**config.mk**
```make
export PLATFORM = sky130hd
export DESIGN_NAME = switch_conditioner
export DESIGN_NICKNAME = d
export VERILOG_FILES = /design/src/rtl/switch_conditioner.sv
export SDC_FILE = /design/constraint.sdc
export NUM_CORES = 1
export LEC_CHECK = 0
export BUFFER_PORTS_ARGS = -buffer_cell sky130_fd_sc_hd__buf_2
export CORE_MARGIN = 5
export CORE_UTILIZATION = 50
export DETAILED_ROUTE_END_ITERATION = 10
export GPL_TIMING_DRIVEN = 0
export PLACE_DENSITY = 0.67
export SLEW_MARGIN = 0
export SYNTH_ARGS = -nofsm -noshare
export SYNTH_HDL_FRONTEND = slang
export SYNTH_SLANG_ARGS = --single-unit
```
**constraint.sdc**
```tcl
create_clock -name clk -period 4.6 [get_ports clk]
set_input_delay 0.92 -clock clk [delete_from_list [all_inputs] [get_ports clk]]
set_output_delay 0.92 -clock clk [all_outputs]
set_load 0.02 [all_outputs]
```
**src/rtl/switch_conditioner.sv**
```systemverilog
// Board switch front end: 2-flop synchronizer, per-bit debounce, rise pulses and sticky pending flags.
// Define SWITCH_COND_LOCKOUT_EN to suppress new rises for LOCKOUT_CYCLES after any reported rise.
module switch_conditioner #(
  parameter int unsigned WIDTH           = 4,
  parameter int unsigned DEBOUNCE_CYCLES = 1000000,
  parameter int unsigned LOCKOUT_CYCLES  = 125000000
) (
  input  logic             clk,
  input  logic             rst,
  input  logic [WIDTH-1:0] SWITCHES,
  output logic [WIDTH-1:0] sw_level,
  output logic [WIDTH-1:0] sw_rise,
  output logic [WIDTH-1:0] sw_pend,
  input  logic [WIDTH-1:0] pend_clr,
  output logic             lockout_active
);

  localparam int unsigned CNT_W = 24;
  localparam logic [CNT_W-1:0] DB_LAST = CNT_W'(DEBOUNCE_CYCLES - 1);

  // Reject parameter values the counters cannot represent
  if (DEBOUNCE_CYCLES == 0 || DEBOUNCE_CYCLES > 32'h00FF_FFFF ||
      LOCKOUT_CYCLES > 32'h07FF_FFFF) begin : g_param_check
    $error("switch_conditioner: DEBOUNCE_CYCLES or LOCKOUT_CYCLES out of range");
  end

  logic [WIDTH-1:0] s1;
  logic [WIDTH-1:0] s2;
  logic [WIDTH-1:0] level_d;
  logic [WIDTH-1:0] rise_c;

  // Two-flop synchronizer for the asynchronous switch inputs
  always_ff @(posedge clk or posedge rst) begin
    if (rst) begin
      s1 <= '0;
      s2 <= '0;
    end else begin
      s1 <= SWITCHES;
      s2 <= s1;
    end
  end

  // Per-channel debounce: accept a new level after DEBOUNCE_CYCLES consecutive differing samples
  for (genvar i = 0; i < WIDTH; i++) begin : g_chan
    logic [CNT_W-1:0] cnt;
    logic             lvl;

    always_ff @(posedge clk or posedge rst) begin
      if (rst) begin
        cnt <= '0;
        lvl <= 1'b0;
      end else if (s2[i] == lvl) begin
        cnt <= '0;
      end else if (cnt == DB_LAST) begin
        cnt <= '0;
        lvl <= s2[i];
      end else begin
        cnt <= cnt + CNT_W'(1);
      end
    end

    assign sw_level[i] = lvl;
  end

  // Candidate rise pulses, masked while the lockout window is open
  always_comb begin
    rise_c = sw_level & ~level_d;
`ifdef SWITCH_COND_LOCKOUT_EN
    if (lockout_active) begin
      rise_c = '0;
    end
`endif
  end

  // Set wins over clear so a press coinciding with a clear is never lost
  always_ff @(posedge clk or posedge rst) begin
    if (rst) begin
      level_d <= '0;
      sw_rise <= '0;
      sw_pend <= '0;
    end else begin
      level_d <= sw_level;
      sw_rise <= rise_c;
      sw_pend <= (sw_pend & ~pend_clr) | sw_rise;
    end
  end

`ifdef SWITCH_COND_LOCKOUT_EN
  localparam int unsigned LOCK_W = 27;
  localparam logic [LOCK_W-1:0] LOCK_LOAD = LOCK_W'(LOCKOUT_CYCLES);

  logic [LOCK_W-1:0] lock_cnt;
  logic [LOCK_W-1:0] lock_cnt_nxt;

  // Any reported rise (re)opens the window; otherwise count down to zero
  always_comb begin
    lock_cnt_nxt = lock_cnt;
    if (sw_rise != '0) begin
      lock_cnt_nxt = LOCK_LOAD;
    end else if (lock_cnt != '0) begin
      lock_cnt_nxt = lock_cnt - LOCK_W'(1);
    end
  end

  always_ff @(posedge clk or posedge rst) begin
    if (rst) begin
      lock_cnt       <= '0;
      lockout_active <= 1'b0;
    end else begin
      lock_cnt       <= lock_cnt_nxt;
      lockout_active <= (lock_cnt_nxt != '0);
    end
  end
`else
  assign lockout_active = 1'b0;
`endif

endmodule

```
# Word-level counts from Yosys, hierarchy flattened
# Cells that the tools add are included.
totals:
  ff_bits: 120
  in_bits: 10
  output_inout_bits: 13
  word_cells: 46
classes:
  addsub: 4
  n_eq_ne: 8
  muxes: 8
  bitwise: 9
  reduce_logical: 4
ops:
  columns: ["cell", "count"]
  rows:
  - ["$mux W24", 8]
  - ["$add A24 B1 Y24 const B", 4]
  - ["$eq A24 B20 Y1 const B", 4]
  - ["$and A4 B4 Y4", 2]
  - ["$not A4 Y4", 2]
  - ["$reduce_and A2 Y1", 4]
  - ["$eq A1 B1 Y1", 4]
  - ["$not A1 Y1", 4]
  - ["$or A4 B4 Y4", 1]

# Longest topological paths before layout
depth:
  word_depth: 3
  ltp_mapped: 7
  ltp_nobuf: 5

# Least setup slack after synthesis
# OpenSTA, ideal clock, no wires.
synth_path:
  path_kind: "reg-to-reg"
  startpoint: "register g_chan[2].cnt[0]"
  endpoint: "register g_chan[2].cnt[20]"
  setup_time_ns: 0.078
  t_arrival_ns: 1.822
  setup_slack_ns: 2.700
  path_stages_with_launch: 7
  n_path_buf: 1
  path_cell_list: "dfrtp_1 > ha_1 > nand2_1 > or3_1 > clkbuf_1 > or4_1 > a21oi_1"
synth_between:
  elab_chain_cells: 3
synth_rtl:
  columns: ["element", "line", "source"]
  rows:
  - ["start, declared", "45", "logic [CNT_W-1:0] cnt;"]
  - ["start signal, assigned", "58", "cnt <= cnt + CNT_W'(1);"]
  - ["$add A24 B1 Y24 / $eq A24 B20 Y1 (equally long branches)", "58, 54", null]
  - ["$mux W24 *", "54", "end else if (cnt == DB_LAST) begin"]
  - ["$mux W24 *", "52", "end else if (s2[i] == lvl) begin"]
# Mark *: on every way between the ends. The rest lies on a longest branch, timed or not.
# A chain may end at the register's enable or synchronous reset.

# Worst setup path after layout
layout_path:
  startpoint: "register g_chan[0].cnt[6]"
  endpoint: "register g_chan[0].cnt[3]"
layout_between:
  elab_chain_cells: 3
layout_rtl:
  columns: ["element", "line"]
  rows:
  - ["start, declared", "45"]
  - ["start signal, assigned", "58"]
  - ["$eq A24 B20 Y1", "54"]
  - ["$mux W24", "54"]
  - ["$mux W24", "52"]
# No other way between the ends.

==> run metrics <==
run status=complete, no violations; Layout Area Growth over Synthesis=17.05%; Max IR drop VDD=0.2887 mV; CTS tree=built; IO Pins=23; TritonCTS Buffers=17; clock transition at the registers of the reported paths=~0.05 ns; clk buf depth=2; CTS hold repair buffers=0; crit path DAT=around 2.6 ns; Avg Inst Size Synth=10.06 um^2; startpoint types=flip-flop; Final ANT Viol Nets=0; count of cell types in the netlist=41; DR pass1 iterations=5; final hold slack=roughly 0.35 ns; placed cells=736; sequential fraction of the synthesis area=52.25%; crit end category=flip-flop; DR iter-0 viols=280; Final Non-Filler Cells=768; clock sink count=120; DRC Markers=0; Max Slew Vio Count=0; GRT Residual Overflow=0; CP Class=reg2reg; # diodes=0; Worst Hold Class=reg2reg; core box area=11320 um^2; post-place setup slack=2.266 ns; FF-to-FF Start=g_chan[0].cnt[6]$_DFF_PP0_; Final Cell Area=6726 um^2; Detailed Route WL=between 10 and 15 mm; Final Hold Fails=0; Pwr Total=0.002621 W; clk_lat worst skew=0.42 ns; number of global-route vias before repair=4303; Critical Path End=g_chan[0].cnt[3]$_DFF_PP0_; initial core utilization=50.76%; Post-synth EDFFs=0; setup ws final=between 2 and 2.5 ns; post-layout minimum cycle time=2.327 ns; Die Y=117.2 um; vias per std cell=5.799; Row Count=39; commonest register cell after synthesis=dfrtp_1; #FFs+latches synth=120; Setup Skew=0.008443 ns; H-tree levels=4; Leak=2.863 nW; final period utilization=50.59%; Ys Warns=0; Reg2Reg Depth=6; layout cells sized above 1=between 10% and 20%; Final Setup Violations=0; DP Area=between 6000 and 7000 um^2; Post-synth top cells=dfrtp_1 (120), nor2_1 (58), a21oi_1 (39), nand3_1 (33), xor2_1 (32); root buffer cell=clkbuf_16; PortBufs=21; worst setup path startpoint=g_chan[0].cnt[6]$_DFF_PP0_; via count=4454; GRT Overall Usage=18.90%; Synth area leader=dfrtp_1; Slew HR=48.57%; top cell type's share of synthesized area=around 52%; initial antenna violation count=0; Final HPWL DP=7.602 mm; RD Place Congestion=0.8007; Post-Syn Area=5747 um^2; Cells after Synth=571; FMAX=429.7 MHz; die area=13740 um^2; Async SR Flop Fraction=100.0%; max-cap viol count=0; routed length per instance=between 15 and 20 um; largest net degree at the start of global routing=93; setup repair bufs after CTS=0; die width=117.2 um; RSZ-0062 raised after global routing=no; flop2flop setup slack=~2.3 ns; Slew @ Worst Pin=~0.76 ns; Synth area leaders=dfrtp_1 (52%), xor2_1 (4.9%), nor2_1 (3.8%); maximum fanout along the worst path=10; RR Endpoint=g_chan[0].cnt[3]$_DFF_PP0_; CP required=4.88 ns; nets@finish=626; first-pass GRT wire length=a little over 20 mm; count leader, synth=dfrtp_1; Syn Nets=585; Gates resized, CTS repair=0; Power Density=around 390 nW/um^2
stage by stage:
step	setup TNS [ns]	utilization, %
2_1_floorplan	0	-
3_3_place_gp	-100.86	53.27
3_5_place_dp	0	53.56
4_1_cts	0	59.42
5_1_grt	0	59.42
6_report	0	59.42
metal layers:
| metal | up-vias | GRT usage [%] | wire (um) |
|---|---|---|---|
| met1 | 2150 | 24.79 | 5321 |
| li1 | 2166 | - | - |
| met5 | - | 0 | 0 |
| met3 | 29 | 6.170 | 540 |
| met2 | 109 | 29.37 | 5514 |
| met4 | 0 | 6.957 | 249 |
cells by family (layout without fill, tap and decap cells):
kind of cell               Yosys count  after routing  synth area share (%)
and+or+nand+nor                    255            255                 24.91
AOI/OAI and AO/OA                   88             88                 9.449
DFF                                120            120                 52.25
other                                1              1               0.06525
adders and majority gates            4              4                0.8709
xor gates and xnor gates            51             51                 7.773
muxes                                6              6                 1.132
buffers and inverters               46            100                 3.549
worst min-delay path by stage:
stage	from	to	slack, ns	cells past startpoint
floorplan	s1[0]$_DFF_PP0_	s2[0]$_DFF_PP0_	0.33	0
global placement	s1[3]$_DFF_PP0_	s2[3]$_DFF_PP0_	0.33	0
detailed placement	s1[3]$_DFF_PP0_	s2[3]$_DFF_PP0_	0.34	0
CTS	s1[3]$_DFF_PP0_	s2[3]$_DFF_PP0_	0.35	0
global route	s1[3]$_DFF_PP0_	s2[3]$_DFF_PP0_	0.35	0
finish	s1[3]$_DFF_PP0_	s2[3]$_DFF_PP0_	0.35	0
placed cells by master (no fill, tap or decap), drive strengths merged, types with 2 or more instances in the layout:
master    instances
a21o              4
a21oi            39
and2              6
and3             11
and4             10
buf              32
bufinv            5
clkbuf           38
clkinv            4
clkinvlp          3
dfrtp           120
ha                4
inv              18
mux2              4
mux2i             2
nand2            30
nand3            33
nand4            27
nand4b            4
nor2             58
nor2b             4
nor3              8
nor4             16
nor4b             5
o21ai            15
o31ai            25
o41ai             2
or3              14
or4              26
xnor2            19
xor2             32
final cells by class:
class,instances,area (um^2)
clock inverters,12,196.4
well taps,143,178.9
repair buffers,22,132.6
flip-flops and latches,120,3003
plain buffers,28,136.4
fillers,958,4594
clock buffers,20,466.7
inverters,18,72.57
multi-input cells,405,2540
power breakdown:
| part | switching [W] | total [W] | internal, W | leakage [nW] |
|---|---|---|---|---|
| logic | 0.0000462 | 0.0000641 | 0.0000179 | 0.897 |
| registers | 0.0000101 | 0.00108 | 0.00107 | 1.65 |
| clock network | 0.000478 | 0.00148 | 0.00100 | 0.318 |
| total | 0.000534 | 0.00262 | 0.00209 | 2.86 |
flip-flops by register name, summed over array words and instances, names as in the netlist:
| signal | flops |
|---|---|
| g_chan.cnt | 96 |
| g_chan.lvl | 4 |
| level_d | 4 |
| s1 | 4 |
| s2 | 4 |
| sw_pend | 4 |
| sw_rise | 4 |
worst max-delay path, stage by stage (launching register included):
cell and delay (ns):
dfrtp_1 0.35, buf_2 0.17, nor4b_1 0.26, nand3_1 0.15
o31ai_1 0.65, clkbuf_1 0.50, nor2_1 0.11
Note: power is estimated with default switching activity, not from simulation.
